`src/rtl/uart_rx_core.sv`:
```
// 8N1 UART receiver with a 2-flop input synchronizer, mid-bit sampling,
// glitch and break rejection, and a one-deep holding register with overrun.
module uart_rx_core #(
   parameter int CLKS_PER_BIT = 16
) (
   input  logic       clk,
   input  logic       rst,
   input  logic       rx,
   input  logic       rx_ready,
   output logic [7:0] rx_out,
   output logic       rx_valid,
   output logic       frame_err,
   output logic       overrun,
   output logic       busy
);

   localparam int CW = $clog2(CLKS_PER_BIT);
   localparam logic [CW-1:0] HALF_M1 = CW'(CLKS_PER_BIT / 2 - 1);
   localparam logic [CW-1:0] FULL_M1 = CW'(CLKS_PER_BIT - 1);

   typedef enum logic [2:0] {IDLE, START, DATA, STOP, BREAK} state_e;

   state_e          state_q, state_d;
   logic [CW-1:0]   cnt_q, cnt_d;
   logic [2:0]      idx_q, idx_d;
   logic [7:0]      shift_q, shift_d;
   logic            sync1_q, sync1_d;
   logic            rx_sync_q, rx_sync_d;
   logic            done_q, done_d;
   logic [7:0]      rx_out_q, rx_out_d;
   logic            rx_valid_q, rx_valid_d;
   logic            frame_err_q, frame_err_d;
   logic            overrun_q, overrun_d;

   // NOTE: every variable gets a default before the case statement so no path
   // leaves it unassigned; that is what keeps this block free of latches.
   always_comb begin
      sync1_d     = rx;
      rx_sync_d   = sync1_q;
      state_d     = state_q;
      cnt_d       = cnt_q;
      idx_d       = idx_q;
      shift_d     = shift_q;
      done_d      = 1'b0;
      frame_err_d = 1'b0;
      overrun_d   = 1'b0;
      rx_out_d    = rx_out_q;
      rx_valid_d  = rx_valid_q;

      case (state_q)
         IDLE: begin
            cnt_d = '0;
            if (!rx_sync_q) state_d = START;
         end
         START: begin
            if (cnt_q == HALF_M1) begin
               cnt_d   = '0;
               idx_d   = '0;
               state_d = rx_sync_q ? IDLE : DATA;
            end else begin
               cnt_d = cnt_q + 1'b1;
            end
         end
         DATA: begin
            if (cnt_q == FULL_M1) begin
               cnt_d          = '0;
               shift_d[idx_q] = rx_sync_q;
               idx_d          = idx_q + 3'd1;
               if (idx_q == 3'd7) state_d = STOP;
            end else begin
               cnt_d = cnt_q + 1'b1;
            end
         end
         STOP: begin
            if (cnt_q == FULL_M1) begin
               cnt_d = '0;
               if (rx_sync_q) begin
                  done_d  = 1'b1;
                  state_d = IDLE;
               end else begin
                  frame_err_d = 1'b1;
                  state_d     = BREAK;
               end
            end else begin
               cnt_d = cnt_q + 1'b1;
            end
         end
         BREAK: begin
            cnt_d = '0;
            if (rx_sync_q) state_d = IDLE;
         end
         default: state_d = IDLE;
      endcase

      // A completed frame is delivered one cycle after the stop-bit sample.
      if (done_q) begin
         if (!rx_valid_q || rx_ready) begin
            rx_out_d   = shift_q;
            rx_valid_d = 1'b1;
         end else begin
            overrun_d = 1'b1;
         end
      end else if (rx_valid_q && rx_ready) begin
         rx_valid_d = 1'b0;
      end
   end

   // NOTE: state uses non-blocking assignments so every flop samples the
   // pre-edge values computed above, independent of statement order.
   always_ff @(posedge clk) begin
      if (rst) begin
         state_q     <= IDLE;
         cnt_q       <= '0;
         idx_q       <= '0;
         shift_q     <= '0;
         sync1_q     <= 1'b1;
         rx_sync_q   <= 1'b1;
         done_q      <= 1'b0;
         rx_out_q    <= 8'h00;
         rx_valid_q  <= 1'b0;
         frame_err_q <= 1'b0;
         overrun_q   <= 1'b0;
      end else begin
         state_q     <= state_d;
         cnt_q       <= cnt_d;
         idx_q       <= idx_d;
         shift_q     <= shift_d;
         sync1_q     <= sync1_d;
         rx_sync_q   <= rx_sync_d;
         done_q      <= done_d;
         rx_out_q    <= rx_out_d;
         rx_valid_q  <= rx_valid_d;
         frame_err_q <= frame_err_d;
         overrun_q   <= overrun_d;
      end
   end

   assign rx_out    = rx_out_q;
   assign rx_valid  = rx_valid_q;
   assign frame_err = frame_err_q;
   assign overrun   = overrun_q;
   assign busy      = (state_q != IDLE);

endmodule
```
`config.mk`:
```
export PLATFORM = sky130hd
export DESIGN_NAME = uart_rx_core
export DESIGN_NICKNAME = d
export VERILOG_FILES = /design/src/rtl/uart_rx_core.sv
export SDC_FILE = /design/constraint.sdc
export NUM_CORES = 1
export LEC_CHECK = 0
export CAP_MARGIN = 40
export CORE_MARGIN = 2
export CORE_UTILIZATION = 49
export CTS_BUF_LIST = sky130_fd_sc_hd__clkbuf_8 sky130_fd_sc_hd__clkbuf_16
export CTS_CLUSTER_DIAMETER = 80
export DETAILED_ROUTE_END_ITERATION = 8
export GPL_ROUTABILITY_DRIVEN = 0
export HOLD_SLACK_MARGIN = 0.05
export PLACE_DENSITY = 0.74
export SLEW_MARGIN = 10
export SYNTH_ARGS = -nofsm -noshare
export SYNTH_HDL_FRONTEND = slang
export SYNTH_SLANG_ARGS = --single-unit
```
`constraint.sdc`:
```
create_clock -name clk -period 1.5 [get_ports clk]
set_input_delay 0.3 -clock clk [delete_from_list [all_inputs] [get_ports clk]]
set_output_delay 0.3 -clock clk [all_outputs]
set_load 0.1 [all_outputs]
```
==> results.cfg, run 1 <==
[floorplan]
ios = 16
chipWidth_um = 58.4
core_um2 = 2780
dieArea_um2 = 3410
rows = 19
initial_utilization_pct = 52.0
die_h_um = 58.4

[grt]
grt_pass1_vias = 1224
grt_first_pass_wirelength_um = 5440
antenna_found_initial = 0
grt_start_max_net_pins = 19
gr-total-overflow = 0
grt_usage_pct = 21.5

[timing]
fin_skew_ns = 0.00425
maxSlewHeadroom_pct = 74.8
fin_crit_ns = 1.50
finalHoldViolCount = 0
grt_setup_unrepaired = true
slew_viol_final = 0
tightest_slew_ns = 0.378
max_freq_ghz = 0.667
fin_crit_sh_pct = 99.9
setup_violations = 0
worst_slack_ns = 0.000985

[drt]
vias = 1268
wl_per_cell_um = 15.2
first_pass_iters = 4
drc = 0
wl_um = 3230
drtIter0Drc = 44
viasPerCell = 5.95
ant_nets = 0

[worst_setup_path]
crit_required_ns = 1.20
crit_chain = or3_4 -> buf_12
endpoint_kind = output port
cp-start-kind = flip-flop
critPathArrivalTime_ns = 1.20
critPathKind = reg -> out
slowest_stage = or3_4
cp_max_fo = 4
worst_r2r_path_depth = 4
critPathMaxStageDelay_ns = 0.39

[yosys]
yosysUniqueCellTypes = 36
synth_edf_count = 0
yosysWarnings = 0
synth_nets = 162
synthCells = 155
yosysSeqAreaShare_pct = 44.3
synth_area_per_cell_um2 = 9.34
synthArstFlopShare_pct = 0
synthFlopType = dfxtp_1
ys_seq_elements = 32
syn-cell-area_um2 = 1450

[layout]
design_area_um2 = 1970
layout-drive-gt1-share_pct = 26.9
fin_nets = 188
mostFrequentLayoutCell = dfxtp_1
syn_to_final_growth_pct = 35.8
final_cell_mix = dfxtp_1 (26), buf_4 (15), nand3_1 (14), nand2b_1 (12), buf_12 (12)
antenna_cells = 0

[cts]
h-tree-depth = 2
cts_sinks = 32
cts-root-buf = clkbuf_8
clkTransAtPathRegs_ns = 0.06
cts_buffers = 5
clock_path_buffers = 2
ctsHoldBuffers = 0
cts_tree = yes
insertion_delay_ns = 0.29

[job]
max-cap-violations = 0

[power]
leakage_nw = 0.764
cellPowerDensity_nw_per_um2 = 885
ir_drop_uv = 1270

[placement]
preCtsSetupSlack_ns = -0.0152
port_buffers = 15
placed_area_um2 = 1810
place_hpwl_um = 2280

[status]
status = finished, final reports clean

[hold_path]
hold_depth = 1
hold_class = reg -> reg
[timing repair]
action,4_1_cts,5_1_grt
resized for setup,6,5
hold endpoints to repair,0,0
setup endpoints to repair,2,6
buffers inserted,2,0
pin swaps,0,2
[power by group]
part	leakage (nW)	internal, mW	switching (mW)
Sequential	0.262	0.853	0.00520
Clock	0.0593	0.485	0.312
Combinational	0.443	0.0384	0.0465
Total	0.764	1.38	0.364
[cells by family (layout without fill, tap and decap cells)]
family	Yosys count	in the layout	synth area share (%)
mux	11	11	7.61
compound gates	30	30	13.5
fa+ha+maj	3	3	2.59
buf+inv	13	40	4.24
simple gates	64	64	26.6
flops	32	32	44.3
xor+xnor	2	2	1.21
[worst max-delay path, delay by kind of cell, from the launching register on]
kind / cells / cell delay (ns)
buffers and inverters: 1 / 0.17
flip-flops: 1 / 0.35
AND/OR/NAND/NOR: 1 / 0.39
[metrics by stage]
stage	cells	utilization [%]	TNS, ns	hold slack [ns]	total power [mW]
after floorplan	155	-	0	0.389	0.930
after global placement	203	65.0	0	0.392	0.956
after detailed placement	203	65.0	-0.0152	0.406	0.960
after CTS	213	69.8	-0.00559	0.421	1.75
after global routing	213	70.7	-0.0232	0.431	1.79
final	213	70.7	0	0.419	1.74
[path summary, 6_finish.rpt]
check | from | end | slack [ns]
worst max-delay path | state_q[1]$_SDFFE_PP0P_ | busy | 0.001
worst min-delay path | rx_sync_d$_SDFF_PP1_ | rx_sync_q$_SDFF_PP1_ | 0.42
worst max register to register | cnt_q[1]$_SDFFE_PP0P_ | state_q[0]$_SDFFE_PP0P_ | 0.13
worst min register to register | rx_sync_d$_SDFF_PP1_ | rx_sync_q$_SDFF_PP1_ | 0.42
[routing by layer]
| metal | global-route usage [%] | vias up | routed length, µm |
|---|---|---|---|
| met2 | 33.2 | 28 | 1560 |
| met5 | 0 | - | 0 |
| met1 | 26.4 | 621 | 1450 |
| met4 | 11.0 | 0 | 71 |
| li1 | - | 608 | - |
| met3 | 7.47 | 11 | 158 |
[cell usage after synthesis, types with 2 or more instances]
| library cell | count | area [µm²] |
|---|---|---|
| o21ai_0 | 10 | 50.1 |
| nor3_1 | 4 | 20.0 |
| clkbuf_1 | 6 | 22.5 |
| nand2_1 | 4 | 15.0 |
| buf_2 | 4 | 20.0 |
| nand2b_1 | 12 | 75.1 |
| nor2b_1 | 4 | 25.0 |
| nand3b_1 | 3 | 22.5 |
| a211oi_1 | 2 | 15.0 |
| nand4_1 | 2 | 12.5 |
| a21oi_1 | 9 | 45.0 |
| nand3_1 | 14 | 70.1 |
| or2_2 | 3 | 18.8 |
| ha_1 | 3 | 37.5 |
| mux2i_1 | 11 | 110 |
| and3_1 | 2 | 12.5 |
| nor2_1 | 7 | 26.3 |
| inv_1 | 2 | 7.51 |
| o2111ai_1 | 2 | 17.5 |
| nand4b_1 | 4 | 35.0 |
| dfxtp_1 | 32 | 641 |
[cell type report]
cell class	count	area, µm²
clock buffer	5	68.8
clock inverter	3	38.8
fill	207	816
inverter	2	7.51
multi-input combinational	110	776
sequential	32	653
tap	31	38.8
timing repair buffer	30	383
[sequential cells by signal (all words and copies together) (netlist names)]
name	flops
idx_q	3
frame_err	1
done_q	1
state_q	3
rx_valid	1
rx_out	8
rx_sync_q	1
rx_sync_d	1
overrun	1
cnt_q	4
shift_q	8
(Power assumes the default switching activity.)
==> run 2: changes to the inputs <==
--- a/config.mk
+++ b/config.mk
@@ -6,7 +6,6 @@
 export NUM_CORES = 1
 export LEC_CHECK = 0
 export CAP_MARGIN = 40
-export CORE_MARGIN = 2
 export CORE_UTILIZATION = 49
 export CTS_BUF_LIST = sky130_fd_sc_hd__clkbuf_8 sky130_fd_sc_hd__clkbuf_16
 export CTS_CLUSTER_DIAMETER = 80
==> results.cfg, run 2 (synthesized netlist as in run 1, its figures left out) <==
[status]
status = finished, violations left
violations = negative setup slack

[floorplan]
rows = 19
dieArea_um2 = 3180
die_h_um = 56.4
ios = 16
chipWidth_um = 56.4
initial_utilization_pct = 52.0
core_um2 = 2780

[timing]
fin_skew_ns = 0.00423
final.setup.tns_ns = -0.00399
grt_setup_unrepaired = true
fin_crit_sh_pct = 100
worst_slack_ns = -0.00399
max_freq_ghz = 0.665
fin_crit_ns = 1.50
setup_violations = 1
slew_viol_final = 0
tightest_slew_ns = 0.368
maxSlewHeadroom_pct = 74.8
finalHoldViolCount = 0

[layout]
n_fill_cell = 209
mostFrequentLayoutCell = dfxtp_1
fin_nets = 186
final_cell_mix = dfxtp_1 (26), nand3_1 (14), buf_4 (13), nand2b_1 (12), buf_12 (12)
antenna_cells = 0
layout-drive-gt1-share_pct = 27.2
syn_to_final_growth_pct = 34.5
design_area_um2 = 1950

[worst_setup_path]
cp-start-kind = flip-flop
crit_required_ns = 1.20
critPathMaxStageDelay_ns = 0.39
endpoint_kind = output port
r2r_slack_ns = 0.07
critPathArrivalTime_ns = 1.20
crit_chain = or3_4 -> buf_12
slowest_stage = or3_4
cp_max_fo = 2
critPathKind = reg -> out

[hold_path]
hold_class = reg -> reg

[grt]
grt_start_max_net_pins = 19
antenna_found_initial = 0
grt_usage_pct = 22.7
grt_first_pass_wirelength_um = 5490
gr-total-overflow = 0
grt_pass1_vias = 1189

[cts]
cts_sinks = 32
cts-root-buf = clkbuf_8
cts_tree = yes
insertion_delay_ns = 0.29
clkTransAtPathRegs_ns = 0.07
clock_path_buffers = 2
ctsHoldBuffers = 0
h-tree-depth = 2
cts_buffers = 5

[drt]
ant_nets = 0
wl_um = 3260
vias = 1270
wl_per_cell_um = 15.5
drtIter0Drc = 30
drc = 0
viasPerCell = 6.02
first_pass_iters = 4

[power]
leakage_nw = 0.753
power_mw = 1.77
pwr-share-comb_pct = 4.8
seqPwrFrac_pct = 48.5
internal_power_mw = 1.38
p_sw_share_pct = 21.9
switchingPower_uw = 388
ir_drop_uv = 772
pwr-share-clk_pct = 46.8
cellPowerDensity_nw_per_um2 = 909

[placement]
port_buffers = 15
placed_area_um2 = 1780
place_hpwl_um = 2190

[job]
max-cap-violations = 0
[run 2: layout make-up]
cell class | count | area [µm²] | share of cell area (%)
repair buffers | 28 | 368 | 18.9
well taps | 31 | 38.8 | 1.99
multi-input cells | 110 | 768 | 39.5
clock inverters | 3 | 42.5 | 2.19
inverters | 2 | 7.51 | 0.386
clock buffers | 5 | 68.8 | 3.53
flip-flops and latches | 32 | 653 | 33.5
[run 2: path summary, 6_finish.rpt]
| kind | from | endpoint | depth (start not counted) |
|---|---|---|---|
| worst max-delay path | state_q[0]$_SDFFE_PP0P_ | busy | 2 |
| worst min-delay path | rx_sync_d$_SDFF_PP1_ | rx_sync_q$_SDFF_PP1_ | 1 |
| worst max register to register | state_q[0]$_SDFFE_PP0P_ | idx_q[1]$_SDFFE_PP0P_ | 4 |
| worst min register to register | rx_sync_d$_SDFF_PP1_ | rx_sync_q$_SDFF_PP1_ | 1 |
[run 2: worst max-delay path, delay by kind of cell (launching register included)]
| family | cells | cell delay, ns |
|---|---|---|
| flops | 1 | 0.35 |
| simple gates | 1 | 0.39 |
| buf+inv | 1 | 0.17 |
[run 2: stage by stage]
step / setup slack, ns / utilization (%) / instances / hold slack (ns)
after floorplan: 0.123 / - / 155 / 0.389
after global placement: 0.0874 / 63.9 / 199 / 0.394
after detailed placement: 0.0492 / 63.9 / 199 / 0.395
after CTS: -0.00715 / 69.3 / 211 / 0.411
after global routing: -0.0199 / 70.0 / 211 / 0.449
final: -0.00399 / 70.0 / 211 / 0.413
[run 2: metal layers]
metal	vias to the layer above	routed length [µm]	share of wire [%]	track usage (%)
li1	608	-	-	-
met3	11	120	3.7	4.38
met1	622	1530	47	29.3
met2	29	1510	46	35.5
met4	0	97	3.0	12.5
met5	-	0	0	0
[run 2: what timing repair did]
item	in CTS	in global routing
buffers inserted	4	0
setup endpoints to repair	1	10
gates resized for setup	5	6
pin swaps	0	2
endpoints found under the hold margin	0	0
[run 2: power groups by stage]
stage                     clock network (mW)  registers, mW  logic (mW)
after global placement                     0          0.881      0.0745
after CTS                              0.831          0.858      0.0815
after global routing                   0.866          0.859      0.0899
final                                  0.828          0.858      0.0844
after detailed placement                   0          0.881      0.0768
after floorplan                            0          0.878      0.0513
